**src/rtl/sdram_frame_sched_if.sv**
```systemverilog
// sdram_frame_sched_if: burst request/ack handshake and start addresses between scheduler and SDRAM controller
interface sdram_frame_sched_if #(parameter int ADDR_W = 24);
  logic              wr_req;
  logic              wr_ack;
  logic              rd_req;
  logic              rd_ack;
  logic [ADDR_W-1:0] wr_addr;
  logic [ADDR_W-1:0] rd_addr;
  modport master (output wr_req, rd_req, wr_addr, rd_addr, input wr_ack, rd_ack);
  modport slave  (input wr_req, rd_req, wr_addr, rd_addr, output wr_ack, rd_ack);
endinterface

```
**src/rtl/sdram_frame_sched.sv**
```systemverilog
// sdram_frame_sched: ping-pong frame buffer burst scheduler arbitrating camera writes and display reads
module sdram_frame_sched #(
  parameter int ADDR_W    = 24,
  parameter int ROW_LSB   = 9,
  parameter int BURSTS    = 128,
  parameter int BUF_BIT   = 21,
  parameter int CNT_W     = 11,
  parameter int WR_THRESH = 512,
  parameter int RD_THRESH = 512,
  parameter int PRIO_MODE = 0
) (
  input  logic                clk,
  input  logic                rst_n,
  input  logic                wr_frame_start_i,
  input  logic                rd_frame_start_i,
  input  logic                rd_enable_i,
  input  logic [CNT_W-1:0]    wr_fifo_used_i,
  input  logic [CNT_W-1:0]    rd_fifo_used_i,
  sdram_frame_sched_if.master bus,
  output logic                frame_valid_o,
  output logic                err_wr_short_o,
  output logic                err_rd_short_o
);
  localparam int CW = $clog2(BURSTS + 1);
  localparam logic [CW-1:0] LAST = CW'(BURSTS);
  typedef enum logic [1:0] {IDLE, WR_BUSY, RD_BUSY} state_t;
  state_t        state_q, state_d;
  logic [CW-1:0] wr_cnt_q, wr_cnt_d, rd_cnt_q, rd_cnt_d, wr_done, rd_done;
  logic          wr_buf_q, wr_buf_d, rd_buf_q, rd_buf_d, ready_buf_q, ready_buf_d;
  logic          frame_valid_q, frame_valid_d, err_wr_q, err_wr_d, err_rd_q, err_rd_d;
  logic          pref_rd_q, pref_rd_d, wr_pend_q, wr_pend_d, rd_pend_q, rd_pend_d;
  logic          wr_fin, rd_fin, wr_hold, rd_hold, wr_go, rd_go, wr_el, rd_el, wr_mid, grant_rd;
  // burst completion, deferred frame starts, buffer swap and error bookkeeping
  always_comb begin
    wr_fin        = state_q == WR_BUSY && bus.wr_ack;
    rd_fin        = state_q == RD_BUSY && bus.rd_ack;
    wr_hold       = state_q == WR_BUSY && !bus.wr_ack;
    rd_hold       = state_q == RD_BUSY && !bus.rd_ack;
    wr_done       = wr_cnt_q + CW'(wr_fin && wr_cnt_q < LAST);
    rd_done       = rd_cnt_q + CW'(rd_fin && rd_cnt_q < LAST);
    wr_go         = (wr_frame_start_i || wr_pend_q) && !wr_hold;
    rd_go         = (rd_frame_start_i || rd_pend_q) && !rd_hold;
    wr_pend_d     = (wr_frame_start_i || wr_pend_q) && wr_hold;
    rd_pend_d     = (rd_frame_start_i || rd_pend_q) && rd_hold;
    wr_mid        = wr_cnt_q != '0 && wr_cnt_q < LAST;
    rd_buf_d      = rd_go && !(wr_mid && wr_buf_q == ready_buf_q) ? ready_buf_q : rd_buf_q;
    rd_cnt_d      = rd_go ? '0 : rd_done;
    err_rd_d      = err_rd_q || (rd_go && rd_done != '0 && rd_done < LAST);
    wr_buf_d      = wr_go ? !rd_buf_d : wr_buf_q;
    wr_cnt_d      = wr_go ? '0 : wr_done;
    err_wr_d      = err_wr_q || (wr_go && wr_done != '0 && wr_done < LAST);
    ready_buf_d   = wr_fin && wr_done == LAST ? wr_buf_q : ready_buf_q;
    frame_valid_d = frame_valid_q || (wr_fin && wr_done == LAST);
  end
  // arbitration: grant one eligible side from IDLE, return to IDLE on its ack
  always_comb begin
    wr_el     = wr_cnt_q < LAST && wr_fifo_used_i >= CNT_W'(WR_THRESH);
    rd_el     = rd_enable_i && frame_valid_q && rd_cnt_q < LAST && rd_fifo_used_i <= CNT_W'(RD_THRESH);
    grant_rd  = rd_el && (!wr_el || (PRIO_MODE != 0 && pref_rd_q));
    state_d   = state_q;
    pref_rd_d = pref_rd_q;
    if (state_q == IDLE && (wr_el || rd_el)) begin
      state_d   = grant_rd ? RD_BUSY : WR_BUSY;
      pref_rd_d = !grant_rd;
    end else if (wr_fin || rd_fin) begin
      state_d = IDLE;
    end
  end
  // state and bookkeeping registers
  always_ff @(posedge clk or negedge rst_n) begin
    if (!rst_n) begin
      state_q       <= IDLE;
      wr_cnt_q      <= '0;
      rd_cnt_q      <= '0;
      wr_buf_q      <= 1'b0;
      rd_buf_q      <= 1'b0;
      ready_buf_q   <= 1'b0;
      frame_valid_q <= 1'b0;
      err_wr_q      <= 1'b0;
      err_rd_q      <= 1'b0;
      pref_rd_q     <= 1'b0;
      wr_pend_q     <= 1'b0;
      rd_pend_q     <= 1'b0;
    end else begin
      state_q       <= state_d;
      wr_cnt_q      <= wr_cnt_d;
      rd_cnt_q      <= rd_cnt_d;
      wr_buf_q      <= wr_buf_d;
      rd_buf_q      <= rd_buf_d;
      ready_buf_q   <= ready_buf_d;
      frame_valid_q <= frame_valid_d;
      err_wr_q      <= err_wr_d;
      err_rd_q      <= err_rd_d;
      pref_rd_q     <= pref_rd_d;
      wr_pend_q     <= wr_pend_d;
      rd_pend_q     <= rd_pend_d;
    end
  end
  // burst start addresses: buffer select bit over burst index, held while the counters are frozen in BUSY
  always_comb begin
    bus.wr_addr          = ADDR_W'(wr_cnt_q) << ROW_LSB;
    bus.wr_addr[BUF_BIT] = wr_buf_q;
    bus.rd_addr          = ADDR_W'(rd_cnt_q) << ROW_LSB;
    bus.rd_addr[BUF_BIT] = rd_buf_q;
  end
  assign bus.wr_req     = state_q == WR_BUSY;
  assign bus.rd_req     = state_q == RD_BUSY;
  assign frame_valid_o  = frame_valid_q;
  assign err_wr_short_o = err_wr_q;
  assign err_rd_short_o = err_rd_q;
endmodule

```
**src/flat_wrapper.sv**
```systemverilog
// flat-port wrapper written by rule: the top's interface ports become plain ports
module sdram_frame_sched_flat 
#(
  parameter int ADDR_W    = 24,
  parameter int ROW_LSB   = 9,
  parameter int BURSTS    = 128,
  parameter int BUF_BIT   = 21,
  parameter int CNT_W     = 11,
  parameter int WR_THRESH = 512,
  parameter int RD_THRESH = 512,
  parameter int PRIO_MODE = 0
)
  (clk, rst_n, wr_frame_start_i, rd_frame_start_i, rd_enable_i, wr_fifo_used_i, rd_fifo_used_i, frame_valid_o, err_wr_short_o, err_rd_short_o, bus_wr_req, bus_rd_req, bus_wr_addr, bus_rd_addr, bus_wr_ack, bus_rd_ack);
  sdram_frame_sched_if #(.ADDR_W(ADDR_W)) bus_i ();
  input  logic clk;
  input  logic rst_n;
  input  logic wr_frame_start_i;
  input  logic rd_frame_start_i;
  input  logic rd_enable_i;
  input  logic [CNT_W-1:0] wr_fifo_used_i;
  input  logic [CNT_W-1:0] rd_fifo_used_i;
  output logic frame_valid_o;
  output logic err_wr_short_o;
  output logic err_rd_short_o;
  output wire logic [$bits(bus_i.wr_req)-1:0] bus_wr_req;
  output wire logic [$bits(bus_i.rd_req)-1:0] bus_rd_req;
  output wire logic [$bits(bus_i.wr_addr)-1:0] bus_wr_addr;
  output wire logic [$bits(bus_i.rd_addr)-1:0] bus_rd_addr;
  input wire logic [$bits(bus_i.wr_ack)-1:0] bus_wr_ack;
  input wire logic [$bits(bus_i.rd_ack)-1:0] bus_rd_ack;
  assign bus_wr_req = bus_i.wr_req;
  assign bus_rd_req = bus_i.rd_req;
  assign bus_wr_addr = bus_i.wr_addr;
  assign bus_rd_addr = bus_i.rd_addr;
  assign bus_i.wr_ack = bus_wr_ack;
  assign bus_i.rd_ack = bus_rd_ack;
  sdram_frame_sched #(.ADDR_W(ADDR_W), .ROW_LSB(ROW_LSB), .BURSTS(BURSTS), .BUF_BIT(BUF_BIT), .CNT_W(CNT_W), .WR_THRESH(WR_THRESH), .RD_THRESH(RD_THRESH), .PRIO_MODE(PRIO_MODE)) u_core (.clk(clk), .rst_n(rst_n), .wr_frame_start_i(wr_frame_start_i), .rd_frame_start_i(rd_frame_start_i), .rd_enable_i(rd_enable_i), .wr_fifo_used_i(wr_fifo_used_i), .rd_fifo_used_i(rd_fifo_used_i), .bus(bus_i), .frame_valid_o(frame_valid_o), .err_wr_short_o(err_wr_short_o), .err_rd_short_o(err_rd_short_o));
endmodule
```
**config.mk**
```make
export PLATFORM = sky130hd
export DESIGN_NAME = sdram_frame_sched_flat
export DESIGN_NICKNAME = d
export VERILOG_FILES = /design/src/rtl/sdram_frame_sched_if.sv /design/src/rtl/sdram_frame_sched.sv /design/src/flat_wrapper.sv
export SDC_FILE = /design/constraint.sdc
export NUM_CORES = 1
export LEC_CHECK = 0
export ABC_AREA = 1
export CORE_MARGIN = 2
export CORE_UTILIZATION = 41
export DETAILED_ROUTE_END_ITERATION = 10
export PLACE_DENSITY_LB_ADDON = 0.08
export SETUP_SLACK_MARGIN = 0.4
export SLEW_MARGIN = 40
export SYNTH_ARGS = -nofsm -noshare
export SYNTH_HDL_FRONTEND = slang
export SYNTH_SLANG_ARGS = --single-unit
```
**constraint.sdc**
```tcl
create_clock -name clk -period 2.35 [get_ports clk]
set_input_delay 0.705 -clock clk [delete_from_list [all_inputs] [get_ports clk]]
set_output_delay 0.705 -clock clk [all_outputs]
set_load 0.1 [all_outputs]
```
==> out/metrics.yaml, run 1 <==
status: "finished, final reports clean"
grt_max_degree: 27
firstDrtPassIters: 4
overflow: 0
initial_utilization: 0.4267
first_global_vias: 1335
r2r_cells: 14
n_antenna_cell: 0
boundaryPins: 82
crit_fanout: 4
dieWidth_um: 68.52
ant_nets: 0
synth_area_mm2: 0.001707
place_hpwl_um: 2809
fin_crit_ns: 1.883
syn_inst: 238
via_per_inst: 4.355
cts.reportedPaths.clkPinSlew_ns: 0.09
cts.sinks: 26
worstHoldEndpoint: "u_core.err_wr_short_o$_DFF_PN0_"
period_share: 0.8014
setup_viol: 0
post-route-util: 0.6159
ys_ff_latch: 26
wl_um: 3743
nets: 336
core_area_mm2: 0.004000
grt_pass1_wl_um: 5878
grt_usage: 0.1664
ys_seq_area_frac: 0.3812
hp-class: "reg2reg"
synth-warning-count: 0
fp.dieH_um: 68.52
synthToLayoutAreaGrowth_pct: 44.35
r2r_end: "u_core.ready_buf_q$_DFFE_PN0P_"
fin_worst_skew_ns: 0.003405
stdcell_area_mm2: 0.002464
post_drt_wl_per_cell_um: 10.63
cts_tree: "yes"
leakage_nw: 1.252
cp-end-kind: "flop"
root_buffer: "clkbuf_8"
clk_latency_ns: 0.27
r2r_start: "u_core.state_q[1]$_DFFE_PN0P_"
ys_types: 22
vdd_drop_max_v: 0.0003496
startpoint_type: "flop"
criticalPathCategory: "reg2reg"
hold_viol: 0
syn_avg_cell_area_um2: 7.171
rows: 23
cts-htree-levels: 1
crit_required_ns: 2.52
antenna_found_initial: 0
rsz0062_at_grt: "yes"
globalplace.congestion: 0.8240
drc_errors: 0
worstHoldStart: "u_core.err_wr_short_o$_DFF_PN0_"
hold_depth: 2
top_regs: "u_core.rd_cnt_q: 8 flops, u_core.wr_cnt_q: 8 flops, u_core.state_q: 2 flops"
dr_total_vias: 1533
arrival_ns: 2.05
ctsHoldBuffers: 0
slew_viol_final: 0
io_buffers: 42
design.die.area_mm2: 0.004694
fmax_mhz: 531.0
holdWs_ns: 0.4704
final.fill_count: 366
drive_gt1_frac: 0.3146
cap_violations: 0
powerDensity_mw_per_mm2: 615.0
clock_path_buffers: 2
drtIter0Drc: 34
r2r_setup_slack_ns: 0.47
cts_buffers: 3
tns_ns: 0
placed_cell_area_mm2: 0.002181
[cell type report]
class                           instances  area (um^2)  area share
Multi-Input combinational cell        173        965.9      0.3921
Sequential cell                        26        653.1      0.2651
Timing Repair Buffer                   63        575.6      0.2336
Inverter                               36        135.1     0.05485
Tap cell                               50        62.56     0.02539
Clock buffer                            3        41.29     0.01676
Clock inverter                          1        30.03     0.01219
[cell usage in the layout, fill, tap and decap left out, drive strengths merged]
master and count:
buf 45, nand3 19, a21oi 4, dlygate4sd2 1
xor2 1, o21ai 6, conb 30, xnor2 2
clkdlybuf4s50 17, nor2 39, clkbuf 3, o211ai 1
o21bai 3, inv 36, nor3 6, ha 4
bufinv 1, nand2 56, dfrtp 26, nand4 2
[timing repair]
action | CTS | global route
endpoints found under the setup margin | 10 | 5
gates resized for setup | 22 | 21
gates cloned | 0 | 0
setup buffers | 3 | 5
pin swaps | 15 | 15
[critical path, stage by stage (launching register included)]
cell     delay, ns
dfrtp_1       0.38
inv_2         0.11
nand2_4       0.08
nor3_4        0.26
ha_4          0.21
nand2_4       0.07
nor2_4        0.16
nand2_2       0.07
nand2_2       0.09
buf_6         0.10
inv_2         0.03
nand3_2       0.05
nor2_1        0.04
nand3_1       0.07
nand2_1       0.05
[metal layers]
layer / share of wire / track usage / vias to the layer above
met1: 0.46 / 0.2312 / 683
met5: 0 / 0 / -
met2: 0.47 / 0.2692 / 46
met4: 0.0059 / 0.04500 / 0
li1: - / - / 802
met3: 0.071 / 0.02597 / 2
[cells by family after synthesis]
logic type | count (synthesis) | synth area share
compound gates | 14 | 0.04912
xor+xnor | 3 | 0.01540
fa+ha+maj | 4 | 0.02933
buf+inv | 68 | 0.2199
flops | 26 | 0.3812
other cells | 1 | 0.002197
simple gates | 122 | 0.3028
[worst max path at each step]
| stage | from | endpoint | slack [ns] | cells after the start |
|---|---|---|---|---|
| floorplan | u_core.state_q[0]$_DFFE_PN0P_ | u_core.err_rd_short_o$_DFF_PN0_ | 0.27 | 11 |
| global placement | bus_wr_ack | u_core.err_wr_short_o$_DFF_PN0_ | -0.17 | 11 |
| detailed placement | bus_wr_ack | u_core.err_wr_short_o$_DFF_PN0_ | -0.21 | 11 |
| CTS | bus_wr_ack | u_core.ready_buf_q$_DFFE_PN0P_ | 0.40 | 13 |
| global route | u_core.state_q[1]$_DFFE_PN0P_ | u_core.ready_buf_q$_DFFE_PN0P_ | 0.30 | 14 |
| finish | u_core.state_q[1]$_DFFE_PN0P_ | u_core.ready_buf_q$_DFFE_PN0P_ | 0.47 | 14 |
[Yosys cell counts]
library cell / number / area share
o21bai_1: 3 / 0.013
xnor2_1: 2 / 0.010
nand2_2: 2 / 0.0073
buf_4: 32 / 0.14
dfrtp_1: 26 / 0.38
nand4_1: 2 / 0.0073
nor2_2: 5 / 0.018
nand3_1: 18 / 0.053
o21ai_0: 2 / 0.0059
o21ai_1: 3 / 0.0088
o211ai_1: 1 / 0.0044
nor2_1: 34 / 0.075
a21oi_1: 4 / 0.012
ha_1: 4 / 0.029
o21ai_2: 1 / 0.0051
xor2_1: 1 / 0.0051
inv_1: 31 / 0.068
nor3_1: 6 / 0.018
inv_2: 5 / 0.011
conb_1: 1 / 0.0022
nand3_2: 1 / 0.0059
nand2_1: 54 / 0.12
[power breakdown]
group | total [W] | leakage [nW] | internal, W | switching (W)
combinational | 0.000641 | 0.887 | 0.000169 | 0.000472
clock | 0.000374 | 0.0357 | 0.000228 | 0.000146
sequential | 0.000501 | 0.330 | 0.000467 | 0.0000338
[stage by stage]
stage	setup slack (ns)	cells	total power [W]
2_1_floorplan	0.2744	267	0.0009829
3_5_place_dp	-0.2079	340	0.001079
3_3_place_gp	-0.1667	340	0.001077
4_1_cts	0.4009	347	0.001496
6_report	0.4667	352	0.001515
5_1_grt	0.2978	352	0.001577
Note: power is estimated with default switching activity, not from simulation.
==> run 2: changes to the inputs <==
Clock period 2.35 ns to 1.82 ns, I/O delays scaled along.
==> out/metrics.yaml, run 2 (same netlist as run 1, synthesis figures left out) <==
leakage_nw: 1.453  # +16%
placed_cell_area_mm2: 0.002562  # +17%
hp-class: "reg2reg"
fin_worst_skew_ns: 0.003017  # -0.0003881 ns
grt_pass1_wl_um: 6603  # +12%
overflow: 0  # unchanged
multi_input_area_mm2: 0.001087  # +13%
criticalPathCategory: "reg2reg"
cp-end-kind: "flop"
hold_viol: 0  # unchanged
vdd_drop_max_v: 0.0006627  # +90%
synthToLayoutAreaGrowth_pct: 78.67
cts_buffers: 3  # unchanged
cp_common_cell: "nand2_1"
place_hpwl_um: 2979  # +6.1%
clk_latency_ns: 0.27  # about the same
r2r_start: "u_core.state_q[1]$_DFFE_PN0P_"
globalplace.congestion: 0.7789  # -5.5%
drtIter0Drc: 42  # +24%
ant_nets: 0  # unchanged
critPathTopFamily: "simple AND/OR/NAND/NOR gates"
cts.reportedPaths.clkPinSlew_ns: 0.09  # about the same
dr_total_vias: 1656  # +8.0%
fp.dieH_um: 68.52  # unchanged
stdcell_count: 374  # +6.3%
final_common_cell: "nand2_1"
powerDensity_mw_per_mm2: 663.2  # +7.8%
dieWidth_um: 68.52  # unchanged
crit_fanout: 4  # unchanged
nets: 358  # +6.5%
clock_path_buffers: 2  # unchanged
hold_depth: 2  # unchanged
core_area_mm2: 0.004000  # unchanged
worstHoldEndpoint: "u_core.err_rd_short_o$_DFF_PN0_"
rows: 23  # unchanged
status: "finished, final reports clean"
slowest_delay_ns: 0.38  # about the same
crit_required_ns: 1.99  # -0.53 ns
cts_tree: "yes"
cap_violations: 0  # unchanged
fmax_mhz: 573.7  # +8.0%
antenna_found_initial: 0  # unchanged
cts-htree-levels: 1  # unchanged
wl_met3_um: 303  # +14%
crit_chain: "inv_2, nand2_4, nor3_4, ha_4, nand3_4, nor2_2, nand2_1, nand2_2, nand3_2, o21bai_1, nand2_1"
fin_crit_ns: 1.743  # -0.1402 ns
via_per_inst: 4.428  # +1.7%
post_drt_wl_per_cell_um: 11.61  # +9.2%
wl_um: 4341  # +16%
io_buffers: 42  # unchanged
ctsHoldBuffers: 0  # unchanged
final.fill_count: 298  # -19%
initial_utilization: 0.4267  # unchanged
top_layer_used: "met4"
firstDrtPassIters: 5  # +1
regArea_um2: 679.4  # +4.0%
top_regs: "u_core.rd_cnt_q: 8 flops, u_core.wr_cnt_q: 8 flops, u_core.state_q: 2 flops"
grt_usage: 0.1855  # +0.01910
r2r_end: "u_core.ready_buf_q$_DFFE_PN0P_"
cp_slowest_cell: "dfrtp_1"
startpoint_type: "flop"
post-route-util: 0.7623  # +0.1464
rsz0062_at_grt: "yes"
critPathBufInv: 1  # -2
root_buffer: "clkbuf_8"
setup_viol: 0  # unchanged
drive_gt1_frac: 0.4877  # +0.1731
first_global_vias: 1538  # +15%
design.die.area_mm2: 0.004694  # unchanged
slew_viol_final: 0  # unchanged
r2r_cells: 11  # -3
stdcell_area_mm2: 0.003049  # +24%
final_cell_mix: "37 x nand2_1, 34 x buf_4, 30 x conb_1, 27 x inv_1, 23 x buf_12"
cts.sinks: 26  # unchanged
boundaryPins: 82  # unchanged
fin_total_pwr_w: 0.002022  # +33%
arrival_ns: 1.91  # -0.14 ns
period_share: 0.9577  # +0.1563
wirelength_met1_um: 1881  # +10%
n_antenna_cell: 0  # unchanged
grt_max_degree: 27  # unchanged
r2r_setup_slack_ns: 0.08  # -0.39 ns
placedCellCount: 349  # +2.6%
worstHoldStart: "u_core.err_rd_short_o$_DFF_PN0_"
wl_met2_um: 2143  # +23%
drc_errors: 0  # unchanged
-- run 2: tightest hold or removal path, stage by stage, from the launching register on --
cell and delay, ns:
dfrtp_2 0.40, inv_1 0.05, nand2_1 0.05
-- run 2: where the power goes --
group	leakage, nW	internal [W]	switching [W]
Combinational	1.11	0.000264	0.000627
Sequential	0.303	0.000606	0.0000430
Clock	0.0357	0.000294	0.000188
Total	1.45	0.00116	0.000858
-- run 2: cell type report --
cell class,count,share of cell area
multi-input combinational,173,0.3566
timing repair buffer,85,0.3307
sequential,26,0.2228
inverter,36,0.04596
tap,50,0.02052
clock buffer,3,0.01354
clock inverter,1,0.009848
-- run 2: layer usage --
layer | up-vias | GRT usage
met5 | - | 0
met1 | 762 | 0.2526
met3 | 2 | 0.02597
met4 | 0 | 0.03750
li1 | 842 | -
met2 | 50 | 0.3137
-- run 2: worst max path at each step --
stage	from	to	depth (start not counted)
global route	u_core.state_q[1]$_DFFE_PN0P_	u_core.ready_buf_q$_DFFE_PN0P_	11
CTS	u_core.state_q[1]$_DFFE_PN0P_	u_core.ready_buf_q$_DFFE_PN0P_	11
global placement	bus_wr_ack	u_core.ready_buf_q$_DFFE_PN0P_	11
detailed placement	bus_wr_ack	u_core.err_wr_short_o$_DFF_PN0_	11
floorplan	u_core.state_q[0]$_DFFE_PN0P_	u_core.err_rd_short_o$_DFF_PN0_	10
finish	u_core.state_q[1]$_DFFE_PN0P_	u_core.ready_buf_q$_DFFE_PN0P_	11
-- run 2: metrics by stage --
| step | setup WS, ns | setup TNS [ns] | hold slack, ns |
|---|---|---|---|
| 6_report | 0.07690 | 0 | 0.5270 |
| 3_5_place_dp | -0.4793 | -4.791 | 0.5056 |
| 4_1_cts | 0.06947 | 0 | 0.5367 |
| 2_1_floorplan | -0.2000 | -0.4349 | 0.2504 |
| 5_1_grt | -0.05350 | -0.1739 | 0.5551 |
| 3_3_place_gp | -0.4804 | -4.628 | 0.4966 |
-- run 2: repair_timing --
item / CTS / global route
gates resized for setup: 25 / 44
setup endpoints to repair: 44 / 44
pin swaps: 22 / 24
setup buffers: 18 / 3
==> run 3: changes to the inputs <==
--- a/config.mk
+++ b/config.mk
@@ -7,10 +7,8 @@
 export LEC_CHECK = 0
 export ABC_AREA = 1
-export CORE_MARGIN = 2
 export CORE_UTILIZATION = 41
 export DETAILED_ROUTE_END_ITERATION = 10
 export PLACE_DENSITY_LB_ADDON = 0.08
 export SETUP_SLACK_MARGIN = 0.4
-export SLEW_MARGIN = 40
 export SYNTH_ARGS = -nofsm -noshare
 export SYNTH_HDL_FRONTEND = slang
==> constraint.sdc (replaced) <==
create_clock -name clk -period 1.82 [get_ports clk]
set_input_delay 0.546 -clock clk [delete_from_list [all_inputs] [get_ports clk]]
set_output_delay 0.546 -clock clk [all_outputs]
set_load 0.02 [all_outputs]
==> out/metrics.yaml, run 3 (same netlist as run 1, synthesis figures left out) <==
cts_buffers: 3  # unchanged
met1_usage: 0.2716  # +0.01900
criticalPathCategory: "reg2out"
worstHoldEndpoint: "u_core.err_rd_short_o$_DFF_PN0_"
cts.reportedPaths.clkPinSlew_ns: 0.09  # about the same
status: "finished, final reports clean"
rsz0062_at_grt: "yes"
design.die.area_mm2: 0.004424  # -5.8%
top_regs: "u_core.rd_cnt_q: 8 flops, u_core.wr_cnt_q: 8 flops, u_core.state_q: 2 flops"
n_antenna_cell: 0  # unchanged
leakage_nw: 1.411  # -2.9%
dr_total_vias: 1665  # +0.54%
cts.sinks: 26  # unchanged
grt_pass1_wl_um: 6575  # -0.42%
r2r_setup_slack_ns: 0.01  # -0.07 ns
post_drt_wl_per_cell_um: 11.16  # -3.9%
met3_usage: 0.01884  # -0.007138
final_cell_mix: "49 x buf_4, 41 x nand2_1, 30 x conb_1, 29 x nor2_1, 27 x inv_1"
place_ws_ns: -0.4796  # -0.0003010 ns
worstHoldStart: "u_core.err_rd_short_o$_DFF_PN0_"
slew_viol_final: 0  # unchanged
initial_utilization: 0.4267  # unchanged
drtIter0Drc: 51  # +21%
ant_nets: 0  # unchanged
rows: 23  # unchanged
met2_usage: 0.3176  # +0.003900
globalplace.congestion: 0.8419  # +8.1%
via_per_inst: 4.359  # -1.6%
wl_um: 4262  # -1.8%
powerDensity_mw_per_mm2: 588.1  # -11%
drive_gt1_frac: 0.4217  # -0.06597
fmax_mhz: 552.6  # -3.7%
r2r_end: "u_core.err_rd_short_o$_DFF_PN0_"
firstDrtPassIters: 4  # -1
crit_required_ns: 1.27  # -0.72 ns
antenna_found_initial: 0  # unchanged
startpoint_type: "flop"
first_global_vias: 1510  # -1.8%
dieWidth_um: 66.52  # -2.9%
clk_latency_ns: 0.27  # about the same
synthToLayoutAreaGrowth_pct: 58.06
hold_depth: 2  # unchanged
final_common_cell: "buf_4"
nets: 366  # +2.2%
grt_max_degree: 27  # unchanged
grt_usage: 0.1964  # +0.01095
grt.busiest_layer: "met2"
setup_viol: 0  # unchanged
period_share: 0.9942  # +0.03649
fin_ws_ns: 0.01049  # -0.06641 ns
io_buffers: 42  # unchanged
fp.dieH_um: 66.52  # -2.9%
boundaryPins: 82  # unchanged
crit_fanout: 3  # -1
cap_violations: 0  # unchanged
cts-htree-levels: 1  # unchanged
root_buffer: "clkbuf_8"
hp-class: "reg2reg"
arrival_ns: 1.26  # -0.65 ns
clock_path_buffers: 2  # unchanged
core_area_mm2: 0.004000  # unchanged
tns_ns: 0  # unchanged
cts_tree: "yes"
post-route-util: 0.6744  # -0.08789
hold_viol: 0  # unchanged
drc_errors: 0  # unchanged
r2r_start: "u_core.state_q[1]$_DFFE_PN0P_"
cp-end-kind: "output port"
overflow: 0  # unchanged
place_hpwl_um: 2851  # -4.3%
fin_crit_ns: 1.810  # +0.06641 ns
fin_worst_skew_ns: 0.003481  # +0.0004640 ns
critPathLaunch: "u_core.state_q[1]$_DFFE_PN0P_"
fin_total_pwr_w: 0.001586  # -22%
vdd_drop_max_v: 0.0003394  # -49%
r2r_cells: 12  # +1
==> run 3: cell types whose count changed in the layout (fill, tap and decap cells not counted), sizes merged <==
cell           change
buf                +9
clkdlybuf4s15      -1
dlymetal6s2s       +1
clkdlybuf4s50      -1
==> run 3: how the worst max path moves through the flow <==
stage,to,slack [ns],depth (start not counted)
global route,u_core.err_wr_short_o$_DFF_PN0_,-0.11,11
finish,bus_rd_req,0.01,6
floorplan,u_core.ready_buf_q$_DFFE_PN0P_,0.14,11
detailed placement,u_core.err_wr_short_o$_DFF_PN0_,-0.48,11
global placement,u_core.err_wr_short_o$_DFF_PN0_,-0.46,11
CTS,u_core.err_wr_short_o$_DFF_PN0_,0.04,12
==> run 3: cell type report <==
class	count	area, um^2
Fill cell	367	1303
Multi-Input combinational cell	173	1028
Timing Repair Buffer	93	738.2
Sequential cell	26	659.4
Inverter	36	137.6
Tap cell	50	62.56
Clock buffer	3	41.29
Clock inverter	1	30.03
==> run 3: worst max-delay path, stage by stage (launching register included) <==
cell	delay [ns]
dfrtp_1	0.38
inv_2	0.08
buf_4	0.13
nor2_4	0.04
buf_4	0.13
buf_6	0.10
buf_6	0.12
==> run 3: report_power, final <==
group | total, W | internal (W) | switching [W]
sequential | 0.000629 | 0.000604 | 0.0000249
clock | 0.000485 | 0.000295 | 0.000190
combinational | 0.000473 | 0.000212 | 0.000261
total | 0.00159 | 0.00111 | 0.000476
==> run 3: repair_timing <==
action                     4_1_cts  5_1_grt
pin swaps                       17       16
gates resized for setup        122       34
setup buffers                   19        5
hold buffers                     0        0
setup endpoints to repair       44       29
==> run 3: layer usage <==
layer,wire length [um],part of all wire
met2,2098,0.49
met5,0,0
met1,1881,0.44
met4,57,0.013
met3,226,0.053
==> run 3: per-stage QoR <==
stage	cells	hold slack, ns	cell area [um^2]
after floorplan	267	0.2504	1902
after global placement	354	0.4488	2347
after detailed placement	354	0.4533	2347
after CTS	377	0.4783	2554
after global routing	382	0.5098	2698
final	382	0.4773	2698
